### src/rtl/quad_decoder_multi.sv
// Multi-channel quadrature decoder: per-channel A/B synchroniser and deglitch filter,
// x1/x2/x4 decode into a wrapping or saturating position counter with preload and error flag.
module quad_decoder_multi #(
    parameter int CHANNELS    = 3,
    parameter int WIDTH       = 8,
    parameter int STEP        = 1,
    parameter int SYNC_STAGES = 2,
    parameter int FILTER_LEN  = 4,
    parameter int SATURATE    = 0
) (
    input  logic                         clk,
    input  logic                         reset,
    input  logic [CHANNELS-1:0]          a,
    input  logic [CHANNELS-1:0]          b,
    input  logic [1:0]                   mode,
    input  logic [CHANNELS-1:0]          load,
    input  logic [WIDTH-1:0]             load_value,
    input  logic                         clear_err,
    output logic [CHANNELS*WIDTH-1:0]    value,
    output logic [CHANNELS-1:0]          step,
    output logic [CHANNELS-1:0]          dir,
    output logic [CHANNELS-1:0]          err
);

    localparam int SETTLE = SYNC_STAGES + FILTER_LEN;
    localparam int SW     = $clog2(SETTLE + 1);
    localparam int FW     = $clog2(FILTER_LEN + 1);
    localparam logic [SW-1:0]    SETTLE_END = SW'(SETTLE);
    localparam logic [FW-1:0]    FILT_LAST  = FW'(FILTER_LEN - 1);
    localparam logic [WIDTH-1:0] STEP_W     = WIDTH'(STEP);
    localparam logic [WIDTH-1:0] MAX_W      = '1;

    logic [SW-1:0] settle_cnt_reg;
    logic          settling;
    logic          x4_mode;
    logic          x2_mode;

    // While settling, filtered and previous levels track the synchroniser so
    // pins already high at reset release do not look like edges.
    assign settling = (settle_cnt_reg != SETTLE_END);
    assign x4_mode  = mode[1];
    assign x2_mode  = (mode == 2'b01);

    always_ff @(posedge clk) begin
        if (reset) begin
            settle_cnt_reg <= '0;
        end else if (settling) begin
            settle_cnt_reg <= settle_cnt_reg + SW'(1);
        end
    end

    for (genvar gi = 0; gi < CHANNELS; gi++) begin : g_chan
        logic [1:0]       pin;      // bit 0 = A, bit 1 = B
        logic [1:0]       synced;
        logic [1:0]       filt;
        logic [1:0]       prev_reg;
        logic [WIDTH-1:0] value_reg;
        logic [WIDTH-1:0] value_next;
        logic             step_reg;
        logic             dir_reg;
        logic             err_reg;
        logic             a_chg;
        logic             b_chg;
        logic             illegal;
        logic             count_en;
        logic             up;

        assign pin = {b[gi], a[gi]};

        for (genvar gj = 0; gj < 2; gj++) begin : g_in
            logic [SYNC_STAGES-1:0] sync_reg;
            logic [FW-1:0]          cnt_reg;
            logic                   filt_reg;

            assign synced[gj] = sync_reg[SYNC_STAGES-1];
            assign filt[gj]   = filt_reg;

            always_ff @(posedge clk) begin
                if (reset) begin
                    sync_reg <= '0;
                    cnt_reg  <= '0;
                    filt_reg <= 1'b0;
                end else begin
                    sync_reg <= {sync_reg[SYNC_STAGES-2:0], pin[gj]};
                    if (settling) begin
                        filt_reg <= synced[gj];
                        cnt_reg  <= '0;
                    end else if (synced[gj] == filt_reg) begin
                        cnt_reg  <= '0;
                    end else if (cnt_reg == FILT_LAST) begin
                        filt_reg <= synced[gj];
                        cnt_reg  <= '0;
                    end else begin
                        cnt_reg  <= cnt_reg + FW'(1);
                    end
                end
            end
        end

        always_comb begin
            a_chg    = filt[0] ^ prev_reg[0];
            b_chg    = filt[1] ^ prev_reg[1];
            illegal  = a_chg & b_chg & ~settling;
            count_en = 1'b0;
            up       = 1'b0;
            if (!settling && a_chg && !b_chg) begin
                // x1 only counts A rising, i.e. new A level is 1
                count_en = x4_mode | x2_mode | filt[0];
                up       = filt[0] ^ filt[1];
            end else if (!settling && b_chg && !a_chg) begin
                count_en = x4_mode;
                up       = ~(filt[0] ^ filt[1]);
            end

            if (up) begin
                if (SATURATE != 0 && value_reg > MAX_W - STEP_W) begin
                    value_next = MAX_W;
                end else begin
                    value_next = value_reg + STEP_W;
                end
            end else begin
                if (SATURATE != 0 && value_reg < STEP_W) begin
                    value_next = '0;
                end else begin
                    value_next = value_reg - STEP_W;
                end
            end
        end

        always_ff @(posedge clk) begin
            if (reset) begin
                prev_reg  <= 2'b00;
                value_reg <= '0;
                step_reg  <= 1'b0;
                dir_reg   <= 1'b0;
                err_reg   <= 1'b0;
            end else begin
                prev_reg <= settling ? synced : filt;
                step_reg <= count_en & ~load[gi];
                if (load[gi]) begin
                    value_reg <= load_value;
                end else if (count_en) begin
                    value_reg <= value_next;
                    dir_reg   <= up;
                end
                if (illegal) begin
                    err_reg <= 1'b1;
                end else if (clear_err) begin
                    err_reg <= 1'b0;
                end
            end
        end

        assign value[gi*WIDTH +: WIDTH] = value_reg;
        assign step[gi]                 = step_reg;
        assign dir[gi]                  = dir_reg;
        assign err[gi]                  = err_reg;
    end

endmodule
### config.mk
export PLATFORM = sky130hd
export DESIGN_NAME = quad_decoder_multi
export DESIGN_NICKNAME = d
export VERILOG_FILES = /design/src/rtl/quad_decoder_multi.sv
export SDC_FILE = /design/constraint.sdc
export NUM_CORES = 1
export LEC_CHECK = 0
export ABC_CLOCK_PERIOD_IN_PS = 3200
export CAP_MARGIN = 10
export CELL_PAD_IN_SITES_DETAIL_PLACEMENT = 2
export CELL_PAD_IN_SITES_GLOBAL_PLACEMENT = 2
export CORE_UTILIZATION = 33
export DETAILED_ROUTE_END_ITERATION = 12
export GPL_TIMING_DRIVEN = 0
export PLACE_DENSITY = 0.81
export REMOVE_ABC_BUFFERS = 1
export SYNTH_ARGS = -nofsm -noshare
export SYNTH_HDL_FRONTEND = slang
export SYNTH_SLANG_ARGS = --single-unit
### constraint.sdc
create_clock -name clk -period 3.2 [get_ports clk]
set_input_delay 0.64 -clock clk [delete_from_list [all_inputs] [get_ports clk]]
set_output_delay 0.64 -clock clk [all_outputs]
set_load 0.005 [all_outputs]
==> results.json <==
{
  "status": "complete, no violations",
  "ys_async_sr_fraction_pct": 0,
  "min_path_type": "reg2reg",
  "relSlewSlack_pct": 40.34,
  "hold_path_end": "g_chan[0].g_in[0].cnt_reg[0]",
  "drtAntennaViolNets": 0,
  "grt_pass1_vias": 3910,
  "hold_buffers": 0,
  "cts_root_buf": "clkbuf_16",
  "initial_utilization_pct": 33.79,
  "row_count": 40,
  "start_kind": "flip-flop",
  "peakVddDrop_mv": 0.3432,
  "drive_gt1_share_pct": 6.615,
  "syn_area_um2": 4041,
  "clk_pin_slew_ns": 0.06,
  "grt_pass1_wl_mm": 19.22,
  "crit_family": "simple AND/OR/NAND/NOR gates",
  "rsz0062_at_grt": "no",
  "synth_area_leaders": "dfxtp_1 (39%), nor2_1 (6.2%), ha_1 (5.3%)",
  "path_buf_inv": 1,
  "grt_overflow": 0,
  "syn_avg_cell_area_um2": 8.455,
  "coreArea_um2": 11960,
  "max_stage_delay_ns": 0.38,
  "yosysTopAreaCellShare_pct": 38.64,
  "vias_per_cell": 5.445,
  "drtIter0Drc": 122,
  "place_hpwl_mm": 8.365,
  "r2r_cells": 10,
  "firstDrtPassIters": 4,
  "synth_ff_type": "dfxtp_1",
  "yosysTopAreaCell": "dfxtp_1",
  "yosys_register_bits": 78,
  "vias": 3599,
  "critPathSlowestCell": "a2111oi_0",
  "reg2reg_from": "settle_cnt_reg[0]",
  "grtUsageTotal_pct": 19.59,
  "fillers": 1353,
  "gp_congestion": 0.7904,
  "crit_chain": "inv_1, ha_1, and2_2, and3_2, xnor2_1, ha_1, nand2_1, nor3_1, o21ai_0, a2111oi_0",
  "synth_cells": 478,
  "boundaryPins": 55,
  "crit_top_cell": "ha_1",
  "cts_tree": "done",
  "port_buffers": 54,
  "r2r_end": "g_chan[2].value_reg[6]",
  "die_h_um": 112.7,
  "ys_seq_area_share_pct": 38.64,
  "drv_slew": 0,
  "end_kind": "flip-flop",
  "p_leak_uw": 0.001847,
  "drt_wl_total_mm": 11.67,
  "crit_required_ns": 3.43,
  "cts_inserted_buffers": 9,
  "drc": 0,
  "clock_path_buffers": 2,
  "ys_warn_count": 0,
  "max_freq_mhz": 357.8,
  "fin_crit_sh_pct": 87.33,
  "cp_max_fo": 14,
  "worst_slew_pin_slew_ns": 0.8941,
  "die_w_um": 112.7,
  "nets": 548,
  "cts_max_level": 3,
  "antennaDiodeCount": 0,
  "worstHoldStart": "g_chan[0].g_in[0].cnt_reg[0]",
  "power_uw": 2474,
  "p_per_area_nw_per_um2": 499.3,
  "crit_arrival_ns": 3.02,
  "maxCapViolations": 0,
  "grt_max_degree": 32,
  "whs_ns": 0.4216,
  "synth-edff-count": 0,
  "final_core_util_pct": 41.41,
  "hold_depth": 1,
  "clock_latency_ns": 0.35,
  "finalHoldViolations": 0,
  "fin_skew_ns": 0.005229,
  "cts.sinks": 78,
  "die_area_um2": 12690,
  "post-route-min-period_ns": 2.795,
  "finalSetupViolCount": 0,
  "area_delta_synth_final_pct": 22.57,
  "largest_reg_flops": 24,
  "synth.distinct_cells": 59,
  "reg2reg_slack_ns": 0.41,
  "wl_per_cell_um": 17.66,
  "path_class": "reg2reg",
  "antenna_found_initial": 0
}
==> per-stage QoR <==
step,setup TNS (ns),setup slack [ns],instance area (um^2),std cells
floorplan,0,0.3819,3847,442
global placement,-20.60,-0.9758,4572,643
detailed placement,-0.6215,-0.3202,4587,644
CTS,0,0.1429,4940,661
global route,0,0.06957,4954,661
finish,0,0.4054,4954,661
==> cells in the mapped netlist (2+ instances only) <==
| cell | n |
|---|---|
| nand3_1 | 7 |
| xnor2_1 | 16 |
| clkbuf_1 | 14 |
| or4_1 | 4 |
| o21ai_0 | 22 |
| a21o_1 | 8 |
| nand2b_1 | 4 |
| dfxtp_1 | 78 |
| nor3_1 | 9 |
| o2111a_1 | 2 |
| nor2_1 | 67 |
| ha_1 | 17 |
| a2bb2oi_2 | 2 |
| and3_1 | 6 |
| nor2b_1 | 13 |
| a21oi_1 | 18 |
| mux2i_1 | 11 |
| nand3b_1 | 2 |
| a311oi_1 | 3 |
| nor4b_1 | 3 |
| a22oi_1 | 2 |
| o21a_1 | 4 |
| nand4_1 | 6 |
| buf_2 | 10 |
| nor4_1 | 6 |
| xor2_1 | 10 |
| a2111oi_0 | 16 |
| a211oi_1 | 6 |
| a32oi_1 | 3 |
| or4_4 | 2 |
| inv_1 | 27 |
| or3_1 | 13 |
| buf_4 | 10 |
| nand2_1 | 32 |
==> where the power goes <==
group	leakage [uW]	switching [uW]	internal, uW	total [uW]
combinational	0.00105	130	132	262
sequential	0.000639	52.0	1010	1060
clock	0.000162	426	725	1150
total	0.00185	608	1870	2470
==> routing by layer <==
layer	vias up	track usage, %	wire [um]
li1	1733	-	-
met1	1791	22.98	5205
met2	62	34.69	5843
met3	13	4.104	392
met4	0	7.911	233
met5	-	0	0
==> what timing repair did <==
action | CTS | global route
buffers inserted | 1 | 0
endpoints found under the setup margin | 5 | 3
pin swaps | 1 | 0
resized for setup | 3 | 4
==> cell usage in the layout, fill, tap and decap left out, types with 3 or more instances in the layout <==
master / n
dfxtp_1: 78
nor2_1: 67
clkdlybuf4s50_1: 53
nand2_1: 32
inv_1: 27
o21ai_0: 22
a21oi_1: 18
ha_1: 17
xnor2_1: 16
a2111oi_0: 16
nor2b_1: 13
or3_1: 13
mux2i_1: 11
xor2_1: 10
clkbuf_16: 9
nor3_1: 8
a21o_1: 8
nand3_1: 7
a211oi_1: 6
nor4_1: 6
nand4_1: 6
and3_1: 5
nand2b_1: 4
or4_1: 4
o21a_1: 4
nor4b_1: 3
a311oi_1: 3
a32oi_1: 3
==> worst max-delay path by stage <==
| stage | start | endpoint | slack [ns] | cells past startpoint |
|---|---|---|---|---|
| global placement | reset | g_chan[2].value_reg[7] | -0.98 | 5 |
| detailed placement | settle_cnt_reg[0] | g_chan[0].value_reg[4] | -0.32 | 9 |
| floorplan | settle_cnt_reg[0] | g_chan[0].value_reg[4] | 0.38 | 9 |
| global route | settle_cnt_reg[0] | g_chan[2].value_reg[6] | 0.07 | 10 |
| finish | settle_cnt_reg[0] | g_chan[2].value_reg[6] | 0.41 | 10 |
| CTS | settle_cnt_reg[0] | g_chan[1].value_reg[6] | 0.14 | 9 |
==> kinds of logic after synthesis <==
family,after synthesis,synth area share [%]
AO/OA/AOI/OAI,96,16.97
XOR/XNOR,26,5.634
adder cells (fa/ha/maj),17,5.263
buffers and inverters,64,7.399
flip-flops,78,38.64
multiplexers,12,3.003
AND/OR/NAND/NOR,185,23.10
==> final cells by class <==
type | instances | area [um^2] | share of cell area (%)
timing repair buffer | 56 | 563.0 | 11.37
clock inverter | 5 | 81.33 | 1.642
multi-input combinational | 336 | 2206 | 44.53
tap | 147 | 183.9 | 3.713
inverter | 28 | 105.1 | 2.122
clock buffer | 11 | 252.7 | 5.102
sequential | 78 | 1562 | 31.52
Power figures use the tool's default switching activity.
==> variant (same flow settings) <==
The parameter `SATURATE` goes from 0 to 1.
--- a/src/rtl/quad_decoder_multi.sv
+++ b/src/rtl/quad_decoder_multi.sv
@@ -8,3 +8,3 @@
     parameter int FILTER_LEN  = 4,
-    parameter int SATURATE    = 0
+    parameter int SATURATE    = 1
 ) (
Formal check against the unedited RTL: no difference found for any inputs over 10 cycles, from zero or initial values and one cycle with reset high; that may be too few to reach the edited logic, so the function may still have changed.
==> variant against the original RTL <==
Design area is 9.4% higher; via count is 16% higher; power shrank 3.4%; area after synthesis grew 14%; die area is 13% higher; highest routed layer unchanged; synthesized cell count up 16%; hold slack about the same; critical path type unchanged; routed wire length increased by 18%; non-clock buffer count down 1; sequential cell count unchanged; largest power group is now registers; worst setup slack worse by 0.11 ns; global-route usage rose by 0.57 points.
==> variant: results (changes against the original RTL) <==
pwr:
  p_leak_uw: 0.00199  # was 0.00185 uW
  ir_drop_uv: 365  # was 343 uV
placed_design:
  pre_cts_ws_ns: 0.0226  # was -0.320 ns
  place_area_um2: 5130  # was 4590 um2
  gp_congestion: 0.807  # was 0.790
  hpwl_um: 9920  # was 8360 um
  placed_cells: 737  # was 644
timing:
  finClkSkew_ns: 0.00937  # was 0.00523 ns
  relSlewSlack: 0.397  # was 0.403
route:
  met2WireLength_um: 6810  # was 5840 um
  wl_um: 13800  # was 11700 um
  drtIter0Drc: 213  # was 122
  m1WireLength_um: 6280  # was 5210 um
  vias: 4159  # was 3599
yosys:
  syn_inst: 554  # was 478
  synth_common_cells: "dfxtp_1, nor2_1, nand2_1, o21ai_0, clkbuf_1"  # was dfxtp_1, nor2_1, nand2_1, inv_1, o21ai_0
  ys_seq_area_frac: 0.340  # was 0.386
  synth.distinct_cells: 64  # was 59
finish:
  nClkBuffers: 10  # was 11
  multiInputGateArea_um2: 2700  # was 2210 um2
  area_share_clock_buf_inv: 0.0526  # was 0.0674
  layout-drive-gt1-share: 0.0624  # was 0.0661
  post-route-cell-area_um2: 5420  # was 4950 um2
  final-nonclk-buf-share: 0.102  # was 0.114
  stdcell_count: 753  # was 661
  num-fill-cells: 1512  # was 1353
  inv_count: 27  # was 28
  syn_to_final_growth_pct: 18.2  # was 22.6%
  buffers_excl_clock: 55  # was 56
status:
  status: "finished clean"  # unchanged
global_route:
  grt_usage: 0.202  # was 0.196
  grt_pass1_vias: 4500  # was 3910
  grt_max_degree: 41  # was 32
  grt_first_pass_wirelength_um: 22900  # was 19200 um
setup_path:
  critPathMaxStageDelay_ns: 0.64  # was 0.38 ns
  slowest_stage: "and2_1"  # was a2111oi_0
  cp_max_fo: 19  # was 14
-- variant: cell count changes in the layout (fill, tap and decap cells not counted), moves of 7 or more --
cell	change
nor2_1	-14
a2111oi_0	-13
nand3_1	+12
o21ai_0	+12
a21oi_1	+11
a211oi_1	+8
a21o_1	-8
o22ai_1	+8
a22oi_1	+7
-- variant: cell families (layout without fill, tap and decap cells) --
logic type,count (synthesis),after routing,synth area share
AOI/OAI and AO/OA,133,133,0.197
xor gates and xnor gates,35,35,0.0685
adders and majority gates,23,23,0.0627
buffers and inverters,75,98,0.0728
DFF,78,78,0.340
muxes,19,19,0.0434
and+or+nand+nor,191,191,0.215
-- variant: worst paths after layout --
check	endpoint	cells after the start	slack, ns	from
worst min register to register	g_chan[2].g_in[1].cnt_reg[0]	1	0.42	g_chan[2].g_in[1].cnt_reg[0]
worst max-delay path	g_chan[0].value_reg[6]	7	0.30	settle_cnt_reg[0]
worst max register to register	g_chan[0].value_reg[6]	7	0.30	settle_cnt_reg[0]
worst min-delay path	g_chan[2].g_in[1].cnt_reg[0]	1	0.42	g_chan[2].g_in[1].cnt_reg[0]
-- variant: per-layer routing --
metal	global-route usage	vias to the layer above
li1	-	1983
met1	0.250	2081
met2	0.342	75
met3	0.0475	20
met4	0.0656	0
met5	0	-
-- variant: where the power goes --
group	internal (uW)	switching, uW	total, uW
combinational	167	165	332
clock	550	435	985
sequential	1000	67.6	1070
total	1720	667	2390
-- variant: worst reg2reg max path, cell delays in order (launching register included) --
cell,delay (ns)
dfxtp_1,0.31
inv_1,0.08
ha_1,0.19
and2_1,0.64
nand3_2,0.45
or3_1,0.49
a2111oi_0,0.47
a2111oi_0,0.14
-- variant: repair_timing --
action	in CTS	in global routing
setup endpoints to repair	0	1
hold endpoints to repair	0	0
resized for setup	0	1
buffers inserted	0	0
